<file path="config.mk">
export PLATFORM = sky130hd
export DESIGN_NAME = disp_arbiter
export DESIGN_NICKNAME = d
export VERILOG_FILES = /design/src/rtl/disp_arbiter.sv
export SDC_FILE = /design/constraint.sdc
export NUM_CORES = 1
export LEC_CHECK = 0
export BUFFER_PORTS_ARGS = -buffer_cell sky130_fd_sc_hd__buf_4
export CAP_MARGIN = 20
export CORE_UTILIZATION = 51
export CTS_BUF_LIST = sky130_fd_sc_hd__clkbuf_16
export CTS_CLUSTER_DIAMETER = 80
export DETAILED_ROUTE_END_ITERATION = 7
export GPL_TIMING_DRIVEN = 0
export PLACE_DENSITY = 0.8
export SLEW_MARGIN = 10
export SYNTH_ARGS = -nofsm -noshare
export SYNTH_HDL_FRONTEND = slang
export SYNTH_SLANG_ARGS = --single-unit
</file>
<file path="constraint.sdc">
create_clock -name clk -period 3.3 [get_ports clk]
set_clock_uncertainty 0.05 [all_clocks]
set_input_delay 0.66 -clock clk [delete_from_list [all_inputs] [get_ports clk]]
set_output_delay 0.66 -clock clk [all_outputs]
set_load 0.01 [all_outputs]
</file>
<file path="src/rtl/disp_arbiter.sv">
// Arbitrates the 8-digit display between requesters A and B with a minimum
// hold time and round-robin tie breaking; the owner's digits are registered onto d0..d7.
module disp_arbiter #(
    parameter int unsigned HOLD_CYCLES = 100_000_000
) (
    input  logic        clk,
    input  logic        reset,
    input  logic        req_a,
    input  logic [31:0] data_a,
    input  logic        req_b,
    input  logic [31:0] data_b,
    output logic        gnt_a,
    output logic        gnt_b,
    output logic [3:0]  d0,
    output logic [3:0]  d1,
    output logic [3:0]  d2,
    output logic [3:0]  d3,
    output logic [3:0]  d4,
    output logic [3:0]  d5,
    output logic [3:0]  d6,
    output logic [3:0]  d7
);

    localparam int unsigned CW = $clog2(HOLD_CYCLES + 1);
    localparam logic [CW-1:0] RELOAD = CW'(HOLD_CYCLES - 1);

    typedef enum logic [1:0] {
        IDLE,
        OWN_A,
        OWN_B
    } state_t;

    state_t        state;
    state_t        next_state;
    logic          last_b;
    logic [CW-1:0] hold_cnt;
    logic [31:0]   d_reg;
    logic          hold_done;
    logic          entering;
    logic          capture;
    logic          capture_b;

    assign hold_done = (hold_cnt == '0);

    always_ff @(posedge clk) begin
        if (reset) begin
            state <= IDLE;
        end else begin
            state <= next_state;
        end
    end

    always_comb begin
        next_state = state;
        unique case (state)
            IDLE: begin
                if (req_a && req_b) begin
                    next_state = last_b ? OWN_A : OWN_B;
                end else if (req_a) begin
                    next_state = OWN_A;
                end else if (req_b) begin
                    next_state = OWN_B;
                end
            end
            OWN_A: begin
                if (req_a) begin
                    if (req_b && hold_done) begin
                        next_state = OWN_B;
                    end
                end else begin
                    next_state = req_b ? OWN_B : IDLE;
                end
            end
            OWN_B: begin
                if (req_b) begin
                    if (req_a && hold_done) begin
                        next_state = OWN_A;
                    end
                end else begin
                    next_state = req_a ? OWN_A : IDLE;
                end
            end
            default: next_state = IDLE;
        endcase
    end

    // Staying in an OWN state implies the owner still requests, so that alone gates capture.
    always_comb begin
        gnt_a     = (state == OWN_A);
        gnt_b     = (state == OWN_B);
        entering  = (next_state != state) && (next_state != IDLE);
        capture   = (next_state == state) && (state != IDLE);
        capture_b = (state == OWN_B);
    end

    always_ff @(posedge clk) begin
        if (reset) begin
            hold_cnt <= '0;
            last_b   <= 1'b1;
            d_reg    <= '0;
        end else if (entering) begin
            hold_cnt <= RELOAD;
            last_b   <= (next_state == OWN_B);
        end else if (capture) begin
            d_reg <= capture_b ? data_b : data_a;
            if (!hold_done) begin
                hold_cnt <= hold_cnt - CW'(1);
            end
        end
    end

    assign d0 = d_reg[3:0];
    assign d1 = d_reg[7:4];
    assign d2 = d_reg[11:8];
    assign d3 = d_reg[15:12];
    assign d4 = d_reg[19:16];
    assign d5 = d_reg[23:20];
    assign d6 = d_reg[27:24];
    assign d7 = d_reg[31:28];

endmodule
</file>
==> tab_implementation.tex, run 1 <==
\begin{tabular}{lr}
\hline
Metric & Value \\
\hline
\multicolumn{2}{l}{\textbf{Worst setup path}} \\
\quad Critical path data arrival time & roughly 3.3 ns \\
\quad Worst Reg-to-Reg Cells & 11 \\
\quad Worst reg-to-reg setup slack & between 0.1 and 0.15 ns \\
\quad Path length in cells of the critical path & 11 \\
\quad Critical path's top delay family & simple AND/OR/NAND/NOR gates \\
\quad Maximum single-stage delay on the critical path & roughly 0.54 ns \\
\quad Chain of cells forming the critical path & inv\_1 -> ha\_1 -> or3b\_2 -> or4b\_4 -> or3\_1 -> buf\_2 -> o31a\_1 -> buf\_6 -> buf\_6 -> nor2\_1 -> a211oi\_2 \\
\quad Reg2reg end & d\_reg[29] \\
\quad Buffers and inverters on the worst path & 4 \\
\quad Type of origin of the critical path & flop \\
\quad Worst Path Max Fanout & 10 \\
\quad Reg2reg start & hold\_cnt[0] \\
\quad Crit path kind & flop to flop \\
\quad Cell with the largest stage delay on the worst path & sky130\_fd\_sc\_hd\_\_or4b\_4 \\
\quad Critical path endpoint category & flop \\
\quad CP Data Required Time & between 3 and 4 ns \\
\quad Cell repeated most along the worst path & sky130\_fd\_sc\_hd\_\_buf\_6 \\
\multicolumn{2}{l}{\textbf{Die}} \\
\quad Die Outline Area & 6672 sq um \\
\quad Die boundary width & 81.68 um \\
\quad Die height & 81.68 um \\
\quad IO Pins & between 100 and 150 \\
\quad Starting utilization of the core area & 0.5374 \\
\quad Area inside the core boundary & about 6000 sq um \\
\quad \# rows & 28 \\
\multicolumn{2}{l}{\textbf{Global routing}} \\
\quad Pin count of the biggest net entering global routing & 12 \\
\quad Global-route wire length before repair & 13220 um \\
\quad GRT Util Overall & 0.2622 \\
\quad Initial antenna violation count & 0 \\
\quad Vias in the first global route & $\sim$2.8k \\
\quad Residual overflow from global routing & 0 \\
\multicolumn{2}{l}{\textbf{Placement}} \\
\quad Count of port buffers added during placement & slightly above 100 \\
\quad Cell area after placement & $\sim$4100 sq um \\
\quad Worst setup timing slack at the placement stage & 0.1909 ns \\
\quad Routability-driven placement congestion ratio & approximately 0.87 \\
\quad DP Wirelength & about 6300 um \\
\quad Number of instances in the placed design & about 530 \\
\multicolumn{2}{l}{\textbf{Detailed routing}} \\
\quad Router iterations before antenna repair & 4 \\
\quad Post-detailed-route count of antenna-violating nets & 0 \\
\quad Vias & a little over 3k \\
\quad Routed wire per std cell & roughly 16 um \\
\quad Vias per inst & 5.681 \\
\quad Residual DRC & 0 \\
\quad Drt total wl & roughly 8500 um \\
\quad Number of violations reported at the end of detailed-routing iteration 0 & between 70 and 80 \\
\multicolumn{2}{l}{\textbf{Synth}} \\
\quad Cell type with the highest aggregate area in the netlist & sky130\_fd\_sc\_hd\_\_dfxtp\_1 \\
\quad Proportion of synthesized area in mux cells & 0.1020 \\
\quad Net count after synthesis & 422 \\
\quad Post-Syn Instances & 353 \\
\quad Main combinational cell family by area after synthesis & compound AO/OA/AOI/OAI gates \\
\quad Compound-Gate Fraction of Synth Area & 0.2287 \\
\quad Number of synthesis warnings & 0 \\
\quad Commonest cells post-synth & sky130\_fd\_sc\_hd\_\_dfxtp\_1 (62), sky130\_fd\_sc\_hd\_\_nor2\_1 (61), sky130\_fd\_sc\_hd\_\_mux2i\_1 (33) \\
\quad Area contributors post-synth & sky130\_fd\_sc\_hd\_\_dfxtp\_1 (38\%), sky130\_fd\_sc\_hd\_\_a211oi\_2 (12\%), sky130\_fd\_sc\_hd\_\_mux2i\_1 (10\%) \\
\quad Distinct cells, synth & 39 \\
\quad Count of flip-flops with a built-in enable after synthesis & 0 \\
\quad Seq cells post-synth & 62 \\
\quad Primary FF master, synth & sky130\_fd\_sc\_hd\_\_dfxtp\_1 \\
\quad Xor and xnor fraction of the mapped netlist area & 0.01623 \\
\quad Adder-cell area share of the yosys netlist & 0.003864 \\
\quad Portion of synthesized cell area occupied by the leading cell type & 0.3833 \\
\quad Post-Syn Area per Cell & roughly 9.2 sq um \\
\quad Post-synthesis cell area & between 3000 and 4000 sq um \\
\quad Fraction of registers with async set/reset & 0 \\
\quad Post-synthesis simple-gate area fraction & 0.2021 \\
\quad Share of the yosys chip area belonging to registers & 0.3833 \\
\quad Count leader, synth & sky130\_fd\_sc\_hd\_\_dfxtp\_1 \\
\multicolumn{2}{l}{\textbf{Power and ir drop}} \\
\quad Static leakage power & roughly 1.7 nW \\
\quad Max rail drop VDD & about 370 uV \\
\quad Cell Pwr Density & just under 500 nW/um\^{}2 \\
\quad Final Power & 0.002103 W \\
\multicolumn{2}{l}{\textbf{CTS}} \\
\quad Number of buffers inserted by hold repair at cts & 0 \\
\quad Clock latency at the later pin of the worst-skew pair & between 0.3 and 0.4 ns \\
\quad Clock sink count & 62 \\
\quad TritonCTS clock tree & yes \\
\quad CTS clock-pin slew for the worst setup and hold paths & approximately 0.050 ns \\
\quad H-tree depth & 3 \\
\quad Number of buffers added for setup after CTS & 0 \\
\quad Number of cells upsized or downsized after cts & 0 \\
\quad Largest buffer count on any clock path & 2 \\
\quad Clock buffer count from CTS & 9 \\
\quad Cell at the root of the clock tree & sky130\_fd\_sc\_hd\_\_clkbuf\_16 \\
\multicolumn{2}{l}{\textbf{Layout}} \\
\quad Post-layout instance count excluding filler cells & approximately 550 \\
\quad Number of flip-flops in the largest register & 32 \\
\quad Post-route standard cell area excluding fillers & roughly 4400 sq um \\
\quad Area delta synth->final & 34.54\% \\
\quad Fraction of layout instances using a drive strength above 1 & 0.3447 \\
\quad Fin nets & between 500 and 600 \\
\quad Antenna cells & 0 \\
\multicolumn{2}{l}{\textbf{Timing}} \\
\quad Number of max-slew violations in the final report & 0 \\
\quad Worst-case setup margin in the final layout & 0.1265 ns \\
\quad Highest clock frequency the design can meet & around 320 MHz \\
\quad Min cycle time layout & around 3.2 ns \\
\quad Worst max-slew margin expressed relative to the limit & 0.5130 \\
\quad Count of final setup violators & 0 \\
\quad Worst-Margin Slew & $\sim$0.73 ns \\
\quad Share of the clock period used by the worst path after layout & 0.9617 \\
\quad Setup repair after global routing missed its margin & false \\
\quad Setup TNS & 0 ns \\
\quad Hold violation total from the final report & 0 \\
\multicolumn{2}{l}{\textbf{Min path}} \\
\quad Path category of the worst min-delay check & flop to flop \\
\quad Hold\_sp & hold\_cnt[26] \\
\quad Cell depth of the worst min-delay path & 1 \\
\quad Terminating pin of the worst hold path & hold\_cnt[26] \\
\multicolumn{2}{l}{\textbf{Status}} \\
\quad Result of the run & completed \\
\multicolumn{2}{l}{\textbf{Job}} \\
\quad Max Cap Viol & 0 \\
\hline
\end{tabular}
==> worst max-delay path by stage <==
stage | from | to | slack, ns
2_1_floorplan | hold_cnt[0] | d_reg[10] | 0.42
3_3_place_gp | hold_cnt[0] | d_reg[28] | 0.26
3_5_place_dp | hold_cnt[0] | d_reg[29] | 0.19
4_1_cts | hold_cnt[0] | d_reg[30] | 0.16
5_1_grt | hold_cnt[0] | hold_cnt[4] | 0.005
6_report | hold_cnt[0] | d_reg[29] | 0.13
==> area by class of cell <==
| class | count | area [sq um] |
|---|---|---|
| plain buffers | 30 | 180.2 |
| clock buffers | 9 | 225.2 |
| clock inverters | 7 | 41.29 |
| fillers | 469 | 1669 |
| inverters | 7 | 26.28 |
| multi-input cells | 254 | 1790 |
| flip-flops and latches | 62 | 1241 |
| well taps | 75 | 93.84 |
| repair buffers | 101 | 758.2 |
==> where the power goes <==
group          internal [W]  total (W)  switching (W)
logic              0.000208   0.000423       0.000215
clock network      0.000499   0.000828       0.000328
registers          0.000809   0.000852      0.0000430
==> metal layers <==
metal	GRT usage	routed length, um	share of wire	vias to the layer above
met2	0.4675	4133	0.49	104
met4	0.1070	172	0.020	0
met3	0.06889	666	0.078	16
met1	0.2948	3524	0.41	1444
met5	0	0	0	-
li1	-	-	-	1532
==> worst reg2reg max path: stages (launching register included) <==
cell,delay (ns)
sky130_fd_sc_hd__dfxtp_1,0.34
sky130_fd_sc_hd__inv_1,0.07
sky130_fd_sc_hd__ha_1,0.18
sky130_fd_sc_hd__or3b_2,0.53
sky130_fd_sc_hd__or4b_4,0.54
sky130_fd_sc_hd__or3_1,0.33
sky130_fd_sc_hd__buf_2,0.18
sky130_fd_sc_hd__o31a_1,0.30
sky130_fd_sc_hd__buf_6,0.16
sky130_fd_sc_hd__buf_6,0.15
sky130_fd_sc_hd__nor2_1,0.14
sky130_fd_sc_hd__a211oi_2,0.07
==> stage by stage <==
stage / util / hold slack, ns
6_report: 0.7230 / 0.4472
5_1_grt: 0.7230 / 0.4892
4_1_cts: 0.7230 / 0.4529
3_5_place_dp: 0.6788 / 0.4398
3_3_place_gp: 0.6788 / 0.4283
2_1_floorplan: - / 0.3946
==> cell usage in the layout (no fill, tap or decap), drive strengths merged, types with 4 or more instances in the layout <==
master  netlist  layout
inv           7       7
mux2i        33      33
nor3         19      19
nand2b        5       5
a211oi       37      37
or4           7       7
nand2         9       9
dfxtp        62      62
a311oi        9       9
clkinv        0       4
nor4         13      13
a21oi        16      16
nor2         61      61
buf          10     111
clkbuf       20      29
and3          5       5
==> cell families after synthesis <==
| logic type | Yosys count |
|---|---|
| and+or+nand+nor | 133 |
| AOI/OAI and AO/OA | 81 |
| DFF | 62 |
| buffers and inverters | 37 |
| muxes | 33 |
| xor gates and xnor gates | 6 |
| adders and majority gates | 1 |
No activity file was read; power rests on OpenSTA's default activity.
==> inputs of run 2 (changes only) <==
Settings changed: CELL_PAD_IN_SITES_DETAIL_PLACEMENT set to 2, CELL_PAD_IN_SITES_GLOBAL_PLACEMENT set to 2, CORE_UTILIZATION 51 to 30, CTS_CLUSTER_SIZE set to 28, PLACE_DENSITY 0.8 to not set, PLACE_DENSITY_LB_ADDON set to 0.1, REMOVE_ABC_BUFFERS set to 1.
==> tab_implementation.tex, run 2 (synthesis gave the netlist of run 1 again) <==
\begin{tabular}{lr}
\hline
Metric & Value \\
\hline
\multicolumn{2}{l}{\textbf{Timing}} \\
\quad Setup repair after global routing missed its margin & false (unchanged) \\
\quad Number of max-slew violations in the final report & 0 (unchanged) \\
\quad Share of the clock period used by the worst path after layout & 0.9460 (was 0.9617) \\
\quad Worst max-slew margin expressed relative to the limit & 0.4453 (was 0.5130) \\
\quad Worst-case setup margin in the final layout & 0.1783 ns (was 0.1265 ns) \\
\quad Count of final setup violators & 0 (unchanged) \\
\quad Hold violation total from the final report & 0 (unchanged) \\
\quad Highest clock frequency the design can meet & 320.3 MHz (was 315.1 MHz) \\
\quad Worst-Margin Slew & 0.8320 ns (was 0.7305 ns) \\
\quad Min cycle time layout & 3.122 ns (was 3.174 ns) \\
\multicolumn{2}{l}{\textbf{Layout}} \\
\quad Commonest cells after routing, fill and taps aside & sky130\_fd\_sc\_hd\_\_buf\_4 (102), sky130\_fd\_sc\_hd\_\_dfxtp\_1 (62), sky130\_fd\_sc\_hd\_\_nor2\_1 (61), sky130\_fd\_sc\_hd\_\_mux2i\_1 (33), sky130\_fd\_sc\_hd\_\_a211oi\_2 (32) (was sky130\_fd\_sc\_hd\_\_buf\_4 (101), sky130\_fd\_sc\_hd\_\_dfxtp\_1 (62), sky130\_fd\_sc\_hd\_\_nor2\_1 (61), sky130\_fd\_sc\_hd\_\_mux2i\_1 (33), sky130\_fd\_sc\_hd\_\_a211oi\_2 (32)) \\
\quad Post-route standard cell area excluding fillers & 4373 sq um (was 4357 sq um) \\
\quad Commonest non-fill, non-tap cell in the layout & sky130\_fd\_sc\_hd\_\_buf\_4 (unchanged) \\
\quad Number of fill cells in the layout & 1154 (was 469) \\
\quad Area delta synth->final & 35.05\% (was 34.54\%) \\
\quad Number of flip-flops in the largest register & 32 (unchanged) \\
\quad Antenna cells & 0 (unchanged) \\
\quad Fraction of layout instances using a drive strength above 1 & 0.3649 (was 0.3447) \\
\quad Fin nets & 508 (was 534) \\
\multicolumn{2}{l}{\textbf{CTS}} \\
\quad Clock sink count & 62 (unchanged) \\
\quad Number of buffers added for setup after CTS & 0 (unchanged) \\
\quad TritonCTS clock tree & yes (unchanged) \\
\quad Clock buffer count from CTS & 9 (unchanged) \\
\quad CTS clock-pin slew for the worst setup and hold paths & 0.06 ns (was 0.05 ns) \\
\quad Clock latency at the later pin of the worst-skew pair & 0.32 ns (was 0.33 ns) \\
\quad H-tree depth & 3 (unchanged) \\
\quad Cell at the root of the clock tree & sky130\_fd\_sc\_hd\_\_clkbuf\_16 (unchanged) \\
\quad Largest buffer count on any clock path & 2 (unchanged) \\
\quad Number of buffers inserted by hold repair at cts & 0 (unchanged) \\
\multicolumn{2}{l}{\textbf{Min path}} \\
\quad Path category of the worst min-delay check & flop to flop (unchanged) \\
\multicolumn{2}{l}{\textbf{Detailed routing}} \\
\quad Vias & 3076 (was 3096) \\
\quad Drt total wl & 10130 um (was 8497 um) \\
\quad Residual DRC & 0 (unchanged) \\
\quad Vias per inst & 5.303 (was 5.681) \\
\quad Post-detailed-route count of antenna-violating nets & 0 (unchanged) \\
\quad Highest metal used & met4 (unchanged) \\
\quad Number of violations reported at the end of detailed-routing iteration 0 & 84 (was 79) \\
\quad Met3 routed wirelength & 470 um (was 666 um) \\
\quad Router iterations before antenna repair & 4 (unchanged) \\
\quad Routed wire per std cell & 17.47 um (was 15.59 um) \\
\quad Detailed-routing wirelength on met1 & 4947 um (was 3524 um) \\
\quad WL met2 & 4644 um (was 4133 um) \\
\multicolumn{2}{l}{\textbf{Worst setup path}} \\
\quad Path length in cells of the critical path & 9 (was 11) \\
\quad Reg2reg end & d\_reg[17] (was d\_reg[29]) \\
\quad Crit path kind & flop to flop (unchanged) \\
\quad Worst setup path end & d\_reg[17] (was d\_reg[29]) \\
\quad Critical path's top delay family & simple AND/OR/NAND/NOR gates (unchanged) \\
\quad Worst reg-to-reg setup slack & 0.18 ns (was 0.13 ns) \\
\quad Worst Path Max Fanout & 36 (was 10) \\
\quad Worst Reg-to-Reg Cells & 9 (was 11) \\
\quad Reg2reg start & hold\_cnt[0] (unchanged) \\
\quad CP Data Required Time & 3.42 ns (was 3.43 ns) \\
\quad Critical path endpoint category & flop (unchanged) \\
\quad Chain of cells forming the critical path & inv\_1 -> ha\_1 -> or3b\_2 -> or4b\_4 -> or3\_4 -> o31a\_4 -> buf\_12 -> nor2\_1 -> a211oi\_2 (was inv\_1 -> ha\_1 -> or3b\_2 -> or4b\_4 -> or3\_1 -> buf\_2 -> o31a\_1 -> buf\_6 -> buf\_6 -> nor2\_1 -> a211oi\_2) \\
\quad Buffers and inverters on the worst path & 2 (was 4) \\
\quad Maximum single-stage delay on the critical path & 0.55 ns (was 0.54 ns) \\
\quad Type of origin of the critical path & flop (unchanged) \\
\quad Critical path data arrival time & 3.24 ns (was 3.31 ns) \\
\quad Startpoint of the most critical setup path & hold\_cnt[0] (unchanged) \\
\quad Cell with the largest stage delay on the worst path & sky130\_fd\_sc\_hd\_\_or4b\_4 (unchanged) \\
\multicolumn{2}{l}{\textbf{Global routing}} \\
\quad Pin count of the biggest net entering global routing & 57 (was 12) \\
\quad Vias in the first global route & 3270 (was 2794) \\
\quad Residual overflow from global routing & 0 (unchanged) \\
\quad GRT Util Overall & 0.1841 (was 0.2622) \\
\quad Initial antenna violation count & 0 (unchanged) \\
\quad Global-route wire length before repair & 16420 um (was 13220 um) \\
\multicolumn{2}{l}{\textbf{Placement}} \\
\quad Routability-driven placement congestion ratio & 0.7180 (was 0.8714) \\
\quad Count of port buffers added during placement & 101 (unchanged) \\
\quad Worst setup timing slack at the placement stage & -0.1556 ns (was 0.1909 ns) \\
\quad Cell area after placement & 4048 sq um (was 4090 sq um) \\
\quad DP Wirelength & 6870 um (was 6254 um) \\
\multicolumn{2}{l}{\textbf{Power and ir drop}} \\
\quad Proportion of total power due to net switching & 0.2796 (was 0.2786) \\
\quad Combinational group share of total power & 0.184 (was 0.201) \\
\quad Sequential group share of total power & 0.390 (was 0.405) \\
\quad Net switching power & 0.0006178 W (was 0.0005858 W) \\
\quad Cell internal power dissipation & 0.001592 W (was 0.001517 W) \\
\quad Max rail drop VDD & 228.5 uV (was 372.0 uV) \\
\quad Static leakage power & 1.667 nW (was 1.697 nW) \\
\quad Cell Pwr Density & 505.3 nW/um\^{}2 (was 482.6 nW/um\^{}2) \\
\quad Power share of the clock group & 0.426 (was 0.394) \\
\multicolumn{2}{l}{\textbf{Die}} \\
\quad Area inside the core boundary & 10420 sq um (was 6026 sq um) \\
\quad Starting utilization of the core area & 0.3109 (was 0.5374) \\
\quad Die boundary width & 105.9 um (was 81.68 um) \\
\quad \# rows & 37 (was 28) \\
\quad Die Outline Area & 11210 sq um (was 6672 sq um) \\
\quad Die height & 105.9 um (was 81.68 um) \\
\quad IO Pins & 102 (unchanged) \\
\multicolumn{2}{l}{\textbf{Status}} \\
\quad Result of the run & completed (unchanged) \\
\multicolumn{2}{l}{\textbf{Job}} \\
\quad Max Cap Viol & 0 (unchanged) \\
\hline
\end{tabular}
run 2: how the worst min path moves through the flow:
stage | to | slack, ns | start | cells after the start
floorplan | hold_cnt[23] | 0.39 | hold_cnt[23] | 1
global placement | hold_cnt[23] | 0.41 | hold_cnt[23] | 1
CTS | hold_cnt[23] | 0.45 | hold_cnt[23] | 1
global route | hold_cnt[23] | 0.47 | hold_cnt[23] | 1
detailed placement | hold_cnt[23] | 0.44 | hold_cnt[23] | 1
finish | hold_cnt[23] | 0.45 | hold_cnt[23] | 1
run 2: through the flow:
step | power (W) | instances | util | setup TNS, ns | hold slack (ns)
global placement | 0.001264 | 560 | 0.3827 | -152.74 | 0.4140
floorplan | 0.001085 | 323 | - | -79.49 | 0.3886
CTS | 0.002245 | 580 | 0.4187 | 0 | 0.4494
global route | 0.002317 | 580 | 0.4198 | 0 | 0.4662
finish | 0.002210 | 580 | 0.4198 | 0 | 0.4467
detailed placement | 0.001284 | 563 | 0.3886 | -2.142 | 0.4409
run 2: power groups by stage:
stage               registers, W  logic [W]  clock network (W)
floorplan               0.000880   0.000206                  0
global placement        0.000872   0.000392                  0
detailed placement      0.000878   0.000407                  0
CTS                     0.000863   0.000414           0.000969
global route            0.000871   0.000446            0.00100
finish                  0.000862   0.000407           0.000941
run 2: worst register-to-register path: stages, from the launching register on:
cell and delay [ns]:
sky130_fd_sc_hd__dfxtp_1 0.34, sky130_fd_sc_hd__inv_1 0.07, sky130_fd_sc_hd__ha_1 0.18, sky130_fd_sc_hd__or3b_2 0.52, sky130_fd_sc_hd__or4b_4 0.55, sky130_fd_sc_hd__or3_4 0.43
sky130_fd_sc_hd__o31a_4 0.40, sky130_fd_sc_hd__buf_12 0.21, sky130_fd_sc_hd__nor2_1 0.17, sky130_fd_sc_hd__a211oi_2 0.06
run 2: area by class of cell:
cell class | instances | area, sq um | area share
clock buffers | 9 | 225.2 | 0.05150
well taps | 136 | 170.2 | 0.03891
multi-input cells | 255 | 1833 | 0.4192
clock inverters | 7 | 71.32 | 0.01631
inverters | 7 | 26.28 | 0.006009
flip-flops and latches | 62 | 1241 | 0.2838
repair buffers | 104 | 805.8 | 0.1843
run 2: routing by layer:
layer | global-route usage | vias up
li1 | - | 1484
met4 | 0.05060 | 0
met5 | 0 | -
met3 | 0.03066 | 6
met1 | 0.2441 | 1513
met2 | 0.3081 | 73
run 2: what timing repair did:
action | in CTS | in global routing
endpoints found under the setup margin | 18 | 38
cloned | 1 | 0
gates resized for setup | 1 | 3
pin swaps | 1 | 0
